## src/rtl/msg_schedule_pkg.sv

```systemverilog
// Shared constants and arithmetic helpers for the SHA-2 message schedule.
// Covers SHA-224/256 (32-bit words carried in [63:32]) and SHA-384/512 (64-bit words).
package msg_schedule_pkg;

  localparam int ROUNDS_256  = 64;
  localparam int ROUNDS_512  = 80;
  localparam int BLOCK_WORDS = 16;

  localparam logic [1:0] ST_IDLE   = 2'd0;
  localparam logic [1:0] ST_LOAD   = 2'd1;
  localparam logic [1:0] ST_EXPAND = 2'd2;

  // 32-bit words live in the upper half, so the lower half is forced to zero.
  function automatic logic [63:0] madd_32_64(input logic [63:0] a,
                                             input logic [63:0] b,
                                             input logic        mode64);
    logic [31:0] s32;
    s32 = a[63:32] + b[63:32];
    return mode64 ? (a + b) : {s32, 32'h0};
  endfunction

  function automatic logic [63:0] word_mask(input logic [63:0] d,
                                            input logic        mode64);
    return mode64 ? d : {d[63:32], 32'h0};
  endfunction

endpackage

```

## src/rtl/msg_schedule_if.sv

```systemverilog
// AXI-Stream bundle used for both the padder-side input and the HCU-side output.
interface msg_schedule_if #(
  parameter int DATA_WIDTH = 64
);
  logic [DATA_WIDTH-1:0] tdata;
  logic                  tvalid;
  logic                  tready;
  logic                  tlast;

  modport master (output tdata, output tvalid, output tlast, input tready);
  modport slave  (input tdata, input tvalid, input tlast, output tready);
endinterface

```

## src/rtl/msg_schedule_small_sigma.sv

```systemverilog
// SHA-2 small sigma function; SIGMA1 selects sigma1 over sigma0.
// In 32-bit mode the operand and result occupy [63:32].
module msg_schedule_small_sigma #(
  parameter bit SIGMA1 = 1'b0
) (
  input  logic        mode64,
  input  logic [63:0] x,
  output logic [63:0] y
);
  logic [31:0] x32;
  logic [31:0] y32;
  logic [63:0] y64;

  assign x32 = x[63:32];

  if (SIGMA1) begin : g_sigma1
    assign y32 = {x32[16:0], x32[31:17]} ^ {x32[18:0], x32[31:19]} ^ (x32 >> 10);
    assign y64 = {x[18:0], x[63:19]} ^ {x[60:0], x[63:61]} ^ (x >> 6);
  end else begin : g_sigma0
    assign y32 = {x32[6:0], x32[31:7]} ^ {x32[17:0], x32[31:18]} ^ (x32 >> 3);
    assign y64 = {x[0], x[63:1]} ^ {x[7:0], x[63:8]} ^ (x >> 7);
  end

  assign y = mode64 ? y64 : {y32, 32'h0};

endmodule

```

## src/rtl/msg_schedule.sv

```systemverilog
// SHA-2 message schedule: takes 16-word padded blocks and streams W_0..W_{N-1}
// to the HCU through a single output register with full-throughput backpressure.
//
// state     | meaning
// ----------+--------------------------------------------------------------
// ST_IDLE   | waiting for a message; latches sha_type when a word shows up
// ST_LOAD   | passing block words W_0..W_15 through and filling the window
// ST_EXPAND | generating W_16..W_{N-1} from the window, no input accepted
module msg_schedule
  import msg_schedule_pkg::*;
#(
  parameter int DATA_WIDTH = 64
) (
  input  logic                axi_aclk,
  input  logic                reset,
  input  logic [1:0]          sha_type,
  msg_schedule_if.slave       s_axis,
  msg_schedule_if.master      m_axis,
  output logic                busy,
  output logic                err
);

  logic [1:0]            state;
  logic [6:0]            t;
  logic [6:0]            t_last_idx;
  logic                  mode64;
  logic                  last_blk;
  logic                  rdy_q;
  logic [DATA_WIDTH-1:0] win [BLOCK_WORDS];

  logic [DATA_WIDTH-1:0] m_tdata_q;
  logic                  m_tvalid_q;
  logic                  m_tlast_q;

  logic                  adv;
  logic                  s_tready;
  logic                  s_hs;
  logic                  m_hs;
  logic                  t_final;
  logic                  win_en;
  logic [DATA_WIDTH-1:0] win_in;
  logic [DATA_WIDTH-1:0] s_word;
  logic [DATA_WIDTH-1:0] sig0;
  logic [DATA_WIDTH-1:0] sig1;
  logic [DATA_WIDTH-1:0] w_new;
  logic                  unused_sha_type;

  assign unused_sha_type = sha_type[0];

  assign adv        = !m_tvalid_q || m_axis.tready;
  assign m_hs       = m_tvalid_q && m_axis.tready;
  assign s_hs       = s_axis.tvalid && s_tready;
  assign t_last_idx = mode64 ? 7'(ROUNDS_512 - 1) : 7'(ROUNDS_256 - 1);
  assign t_final    = (t == t_last_idx);
  assign s_word     = word_mask(s_axis.tdata, mode64);

  // In IDLE tready drops while a word is offered so the first word is
  // never handshaken there; LOAD takes it on the following cycle.
  always_comb begin
    s_tready = 1'b0;
    case (state)
      ST_IDLE: s_tready = rdy_q && !s_axis.tvalid;
      ST_LOAD: s_tready = adv;
      default: s_tready = 1'b0;
    endcase
  end

  msg_schedule_small_sigma #(.SIGMA1(1'b0)) u_sigma0 (
    .mode64 (mode64),
    .x      (win[1]),
    .y      (sig0)
  );

  msg_schedule_small_sigma #(.SIGMA1(1'b1)) u_sigma1 (
    .mode64 (mode64),
    .x      (win[14]),
    .y      (sig1)
  );

  // win[15] = W[t-1], win[14] = W[t-2], win[9] = W[t-7], win[1] = W[t-15], win[0] = W[t-16]
  assign w_new = madd_32_64(madd_32_64(sig1, win[9], mode64),
                            madd_32_64(sig0, win[0], mode64), mode64);

  assign win_en = s_hs || ((state == ST_EXPAND) && adv);
  assign win_in = (state == ST_EXPAND) ? w_new : s_word;

  always_ff @(posedge axi_aclk) begin
    if (reset) begin
      for (int i = 0; i < BLOCK_WORDS; i++) win[i] <= '0;
    end else if (win_en) begin
      for (int i = 0; i < BLOCK_WORDS - 1; i++) win[i] <= win[i+1];
      win[BLOCK_WORDS-1] <= win_in;
    end
  end

  always_ff @(posedge axi_aclk) begin
    if (reset) begin
      state      <= ST_IDLE;
      t          <= '0;
      mode64     <= 1'b0;
      last_blk   <= 1'b0;
      rdy_q      <= 1'b0;
      m_tdata_q  <= '0;
      m_tvalid_q <= 1'b0;
      m_tlast_q  <= 1'b0;
      busy       <= 1'b0;
      err        <= 1'b0;
    end else begin
      rdy_q <= 1'b1;

      if (m_hs && m_tlast_q) busy <= 1'b0;
      if (s_hs)              busy <= 1'b1;

      if (adv) begin
        m_tvalid_q <= 1'b0;
        m_tlast_q  <= 1'b0;
      end

      case (state)
        ST_IDLE: begin
          if (rdy_q && s_axis.tvalid) begin
            state  <= ST_LOAD;
            mode64 <= sha_type[1];
            t      <= '0;
          end
        end

        ST_LOAD: begin
          if (s_hs) begin
            m_tdata_q  <= s_word;
            m_tvalid_q <= 1'b1;
            t          <= t + 7'd1;
            // An early tlast marks the block as the last one but the
            // remaining words of the block are still collected.
            last_blk   <= (t == 7'd0) ? s_axis.tlast : (last_blk | s_axis.tlast);
            if (s_axis.tlast && (t != 7'(BLOCK_WORDS - 1))) err <= 1'b1;
            if (t == 7'(BLOCK_WORDS - 1)) state <= ST_EXPAND;
          end
        end

        ST_EXPAND: begin
          if (adv) begin
            m_tdata_q  <= w_new;
            m_tvalid_q <= 1'b1;
            m_tlast_q  <= t_final && last_blk;
            if (t_final) begin
              t     <= '0;
              state <= last_blk ? ST_IDLE : ST_LOAD;
            end else begin
              t <= t + 7'd1;
            end
          end
        end

        default: state <= ST_IDLE;
      endcase
    end
  end

  assign s_axis.tready = s_tready;
  assign m_axis.tdata  = m_tdata_q;
  assign m_axis.tvalid = m_tvalid_q;
  assign m_axis.tlast  = m_tlast_q;

endmodule

```

## src/flat_wrapper.sv

```systemverilog
// flat-port wrapper written by rule: the top's interface ports become plain ports
module msg_schedule_flat import msg_schedule_pkg::*;
#(
  parameter int DATA_WIDTH = 64
)
  (axi_aclk, reset, sha_type, busy, err, s_axis_tdata, s_axis_tvalid, s_axis_tlast, s_axis_tready, m_axis_tdata, m_axis_tvalid, m_axis_tlast, m_axis_tready);
  msg_schedule_if #(.DATA_WIDTH(DATA_WIDTH)) s_axis_i ();
  msg_schedule_if #(.DATA_WIDTH(DATA_WIDTH)) m_axis_i ();
  input  logic axi_aclk;
  input  logic reset;
  input  logic [1:0] sha_type;
  output logic busy;
  output logic err;
  input wire logic [$bits(s_axis_i.tdata)-1:0] s_axis_tdata;
  input wire logic [$bits(s_axis_i.tvalid)-1:0] s_axis_tvalid;
  input wire logic [$bits(s_axis_i.tlast)-1:0] s_axis_tlast;
  output wire logic [$bits(s_axis_i.tready)-1:0] s_axis_tready;
  output wire logic [$bits(m_axis_i.tdata)-1:0] m_axis_tdata;
  output wire logic [$bits(m_axis_i.tvalid)-1:0] m_axis_tvalid;
  output wire logic [$bits(m_axis_i.tlast)-1:0] m_axis_tlast;
  input wire logic [$bits(m_axis_i.tready)-1:0] m_axis_tready;
  assign s_axis_i.tdata = s_axis_tdata;
  assign s_axis_i.tvalid = s_axis_tvalid;
  assign s_axis_i.tlast = s_axis_tlast;
  assign s_axis_tready = s_axis_i.tready;
  assign m_axis_tdata = m_axis_i.tdata;
  assign m_axis_tvalid = m_axis_i.tvalid;
  assign m_axis_tlast = m_axis_i.tlast;
  assign m_axis_i.tready = m_axis_tready;
  msg_schedule #(.DATA_WIDTH(DATA_WIDTH)) u_core (.axi_aclk(axi_aclk), .reset(reset), .sha_type(sha_type), .s_axis(s_axis_i), .m_axis(m_axis_i), .busy(busy), .err(err));
endmodule
```

## config.mk

```make
export PLATFORM = sky130hd
export DESIGN_NAME = msg_schedule_flat
export DESIGN_NICKNAME = d
export VERILOG_FILES = /design/src/rtl/msg_schedule_pkg.sv /design/src/rtl/msg_schedule_if.sv /design/src/rtl/msg_schedule_small_sigma.sv /design/src/rtl/msg_schedule.sv /design/src/flat_wrapper.sv
export SDC_FILE = /design/constraint.sdc
export NUM_CORES = 2
export LEC_CHECK = 0
export ABC_AREA = 1
export BUFFER_PORTS_ARGS = -buffer_cell sky130_fd_sc_hd__buf_2
export CAP_MARGIN = 10
export CORE_MARGIN = 2
export CORE_UTILIZATION = 58
export DETAILED_ROUTE_END_ITERATION = 8
export PLACE_DENSITY = 0.78
export SLEW_MARGIN = 20
export SYNTH_ARGS = -nofsm -noshare
export SYNTH_HDL_FRONTEND = slang
export SYNTH_HIERARCHICAL = 1
export SYNTH_SLANG_ARGS = --single-unit
```

## constraint.sdc

```tcl
create_clock -name axi_aclk -period 29.6 [get_ports axi_aclk]
set_input_delay 4.44 -clock axi_aclk [delete_from_list [all_inputs] [get_ports axi_aclk]]
set_output_delay 4.44 -clock axi_aclk [all_outputs]
set_load 0.005 [all_outputs]
```

# After elaboration in Yosys (flattened, before gate mapping)
# Memories as Yosys holds them, arrays and structs flattened.
# Cells that the tools add are included.
# Widths: inputs -> output; s select.
totals:
  ramBits: 1024
  output_inout_bits: 69
  register_bits: 80
  n_memories: 1
  in_bits: 71
  latch_bits: 0
  rom_bits: 0
  elab_cells: 132
op_classes:
  n_shift: 0
  div: 0
  n_eq_ne: 10
  n_mux: 56
  mul: 0
  n_lt_le_gt_ge: 0
  addsub: 7
  bitwise_logic: 25
  reduce_logical: 23
memory_table:
  columns: ["memory", "words", "width", "rd", "rd_ports_with_merged_regs", "write_ports", "line_no", "rtl"]
  rows:
  - ["u_core.win", 16, 64, 16, 0, 16, "msg_schedule.sv:29", "logic [DATA_WIDTH-1:0] win [BLOCK_WORDS];"]
ops:
  columns: ["operator", "count"]
  rows:
  - ["$mux 64", 24]
  - ["$add 64x64->64", 3]
  - ["$pmux 64 s2", 1]
  - ["$xor 64x64->64", 2]
  - ["$add 32x32->32", 3]
  - ["$xor 32x32->32", 2]
  - ["$xor 64x57->64", 1]
  - ["$xor 64x58->64", 1]
  - ["$mux 7", 5]
  - ["$mux 32", 1]
  - ["$xor 32x22->32", 1]
  - ["$xor 32x29->32", 1]
  - ["$pmux 7 s3", 1]
  - ["$or 1x1->1", 17]
  - ["$mux 1", 16]
  - ["$mux 2", 5]
  - ["$ne 2x1->1 const B", 5]
  - ["$logic_and 1x1->1", 8]
  - ["$add 7x1->7 const B", 1]
  - ["$eq 7x4->1 const B", 1]
  - ["$eq 7x7->1", 1]
  - ["$logic_not 7->1", 1]
  - ["$ne 7x4->1 const B", 1]
  - ["$pmux 2 s3", 1]
  - ["other kinds (12)", 18]

# Logic depth before layout (Yosys ltp)
# An unclocked memory read counts as a cell.
depth:
  ltp_word: 10
  ltp_mapped: 42

# Modules after synthesis
# Netlist, hierarchy kept.
modules_own_cells:
  columns: ["mod", "area_per_inst_um2", "seq_area_each_um2", "cells_per_inst", "n_inst"]
  rows:
  - ["msg_schedule", 57946.8, 32351.0, 6581, 1]
  - ["msg_schedule_small_sigma at u_core.u_sigma0", 3044.2, 0.0, 696, 1]
  - ["msg_schedule_small_sigma at u_core.u_sigma1", 2904.0, 0.0, 664, 1]

# Least setup slack after synthesis
# OpenSTA, ideal clock, no wires.
synth_path:
  path_kind: "input to register"
  from: "in reset"
  to: "mem u_core.win[0][0] (enable)"
  path_buffers: 3
  cell_stages: 5
  arrival_ns: 21.695
  setup_ns: 7.062
  setup_slack_ns: 0.843
  path_cell_list: "clkbuf_1 > inv_1 > clkbuf_1 > clkbuf_1 > nand2_1"
synth_lines:
  columns: ["item", "line_no", "rtl"]
  rows:
  - ["start: declaration", "flat_wrapper.sv:10", "input logic reset;"]
  - ["end: declaration", "msg_schedule.sv:29", null]

==> run metrics <==
outcome=finished, final reports clean; Final Cycle Share=0.396; HPWL Detailed=151000 um; FMAX=85.3 MHz; cells along the critical path=buf_8 > inv_1 > buf_4 > nand2_4 > buf_4 > buf_4 > buf_4 > buf_4 > buf_4 > buf_4; CP max stage delay=0.97 ns; first-pass GRT wire length=293000 um; fill count=9217; DIE WIDTH=336 um; Cell Rows=121; die height=336 um; CP Data Arrival Time=12.04 ns; postcts setup bufs=0; share of cells above drive strength 1=0.0651; RSZ-0062 raised after global routing=no; most used cell, CP=buf_4; Synthesized Nets=8214; DR pass1 iterations=9; cts bufs inserted=108; Worst setup SP type=primary input; gr usage total=0.352; starting density of the core=0.586; hold crit path type=reg2reg; max-slew violations=0; CP Class=in2reg; clk_lat worst skew=0.72 ns; Resized cells post-CTS=0; Nets=8236; critical path's slowest cell=buf_4; Slew @ Worst Pin=1.16 ns; Slew HR=0.218; Mapped Cells=7941; warnings from Yosys=6; Crit path max-delay family=buffers and inverters; min Tclk post-route=11.72 ns; max-cap violations=0; Setup TNS=0 ns; clk_skew=0.0590 ns; #FFs+latches synth=1104; sequential fraction of the synthesis area=0.506; antenna-violating nets left=0; area grow syn2layout=7.98%; Die Area=0.113 mm^2; hold_buf cts=0; Avg Cell Area, Syn=8.05 um^2; Routed WL=200000 um; CTS tree=yes; Post-synth EDFFs=1024; CP bufs+invs=9; pin count of the biggest net entering global routing=258; Clock transition at path regs=0.06 ns; root buf cell=clkbuf_16; post-synthesis cell area=0.0639 mm^2; Final setup viols=0; vias in the first global route=48300; FFs w/ async S/R, synth=0; Unique masters post-synth=67; CP endpoint kind=flip-flop; Max FO, Critical Path=111; RePlAce Congestion=1.05; Max Buffers Root-to-Sink=3; Sink Count=1104; core area=0.109 mm^2; DRC=0; initial DRC count=6128; Critical Path RT=29.92 ns; via count=52600; initial antenna violation count=11; WL/cell=21.2 um; H-tree Lvls=3; IO Count=140; Final Hold Vio Count=0; PortBufs=138; vias per cell=5.55; Core Util, Final=0.633; grt ovf=0; Post-synth top flop=edfxtp_1
## placed cells by master, fill, tap and decap left out, drive strengths merged, types with 20 or more instances in the layout
cell	n
dfxtp	80
o21ai	315
xor2	110
clkbuf	131
a31oi	32
a21oi	493
inv	1591
buf	165
nand2	1444
o21bai	36
nor2	1630
o21a	20
edfxtp	1024
or2	23
nor3	42
xnor2	53
ha	196
nand3	475
clkinv	40
## worst paths after layout
check / end / slack, ns / start / depth (start not counted)
worst min register to register: u_core/t[0] / 0.49 / u_core/t[0] / 2
worst max-delay path: u_core/win[0][123] / 17.88 / reset / 10
worst max register to register: u_core/win[0][123] / 21.47 / u_core/state[0] / 16
worst min-delay path: u_core/t[0] / 0.49 / u_core/t[0] / 2
## layer usage
metal / wire length [um] / up-vias / global-route usage
li1: - / 25200 / -
met1: 78500 / 24400 / 0.465
met2: 88800 / 2486 / 0.542
met3: 18800 / 548 / 0.0646
met4: 14400 / 10 / 0.218
met5: 79 / - / 0
## cell type report
class | instances | area (um^2) | share of cell area
diodes | 4 | 10.0 | 0.000145
clock buffers | 131 | 2830 | 0.0411
clock inverters | 66 | 816 | 0.0118
inverters | 1587 | 5990 | 0.0868
multi-input cells | 4997 | 24300 | 0.352
flip-flops and latches | 1104 | 32400 | 0.469
well taps | 1414 | 1770 | 0.0256
repair buffers | 165 | 961 | 0.0139
## cells by family after synthesis
| kind of cell | after synthesis | share of synthesized area |
|---|---|---|
| muxes | 17 | 0.00266 |
| AOI/OAI and AO/OA | 953 | 0.0821 |
| buffers and inverters | 1840 | 0.114 |
| adders and majority gates | 202 | 0.0403 |
| and+or+nand+nor | 3662 | 0.232 |
| xor gates and xnor gates | 163 | 0.0223 |
| DFF | 1104 | 0.506 |
## worst reg2reg max path, delay by kind of cell (launching register included)
kind | cells | cell delay (ns)
compound gates | 2 | 0.17
simple gates | 4 | 1.07
flops | 1 | 0.35
fa+ha+maj | 1 | 0.22
buf+inv | 9 | 5.87
## Yosys cell counts (10+ instances only)
| master | n | share of area |
|---|---|---|
| nor2_1 | 1601 | 0.094 |
| inv_1 | 1516 | 0.089 |
| nand2_1 | 1423 | 0.084 |
| edfxtp_1 | 1024 | 0.48 |
| a21oi_1 | 483 | 0.038 |
| nand3_1 | 469 | 0.037 |
| o21ai_0 | 258 | 0.020 |
| ha_1 | 196 | 0.038 |
| buf_2 | 124 | 0.0097 |
| xor2_1 | 110 | 0.015 |
| clkbuf_1 | 82 | 0.0048 |
| dfxtp_1 | 80 | 0.025 |
| inv_2 | 60 | 0.0035 |
| xnor2_1 | 53 | 0.0073 |
| o21ai_1 | 42 | 0.0033 |
| nor3_1 | 35 | 0.0027 |
| a31oi_1 | 32 | 0.0031 |
| o21bai_1 | 32 | 0.0038 |
| nor2_2 | 26 | 0.0025 |
| buf_4 | 24 | 0.0028 |
| nand2_2 | 21 | 0.0021 |
| o21a_1 | 20 | 0.0023 |
| or2_2 | 18 | 0.0018 |
| mux2i_1 | 17 | 0.0027 |
| a21o_1 | 15 | 0.0018 |
| nand4_1 | 15 | 0.0015 |
| o21ai_2 | 15 | 0.0021 |
| buf_6 | 14 | 0.0025 |
| nor4_1 | 11 | 0.0011 |
| a21oi_2 | 10 | 0.0014 |
| inv_4 | 10 | 0.00098 |
| o211ai_1 | 10 | 0.0012 |
## stage by stage
step | area (um^2) | hold slack, ns | worst slack, ns | std cells
floorplan | 63900 | 0.455 | 0.843 | 7941
global placement | 65300 | 0.460 | 17.16 | 9267
detailed placement | 65300 | 0.474 | 17.02 | 9267
CTS | 69000 | 0.483 | 17.72 | 9464
global route | 69000 | 0.505 | 17.28 | 9465
finish | 69000 | 0.490 | 17.88 | 9468
## sequential cells by signal, indices dropped and copies added, names as in the netlist, named ones only
name	flops
u_core/win	1024
u_core/m_axis.tdata	64
u_core/t	7
u_core/state	2
u_core/busy	1
u_core/err	1
u_core/last_blk	1
u_core/m_axis.tvalid	1
u_core/mode64	1
u_core/rdy_q	1
Power is left out: the tool's default activity adds up to more than one toggle a clock period on the data nets, which glitch-free logic cannot reach.
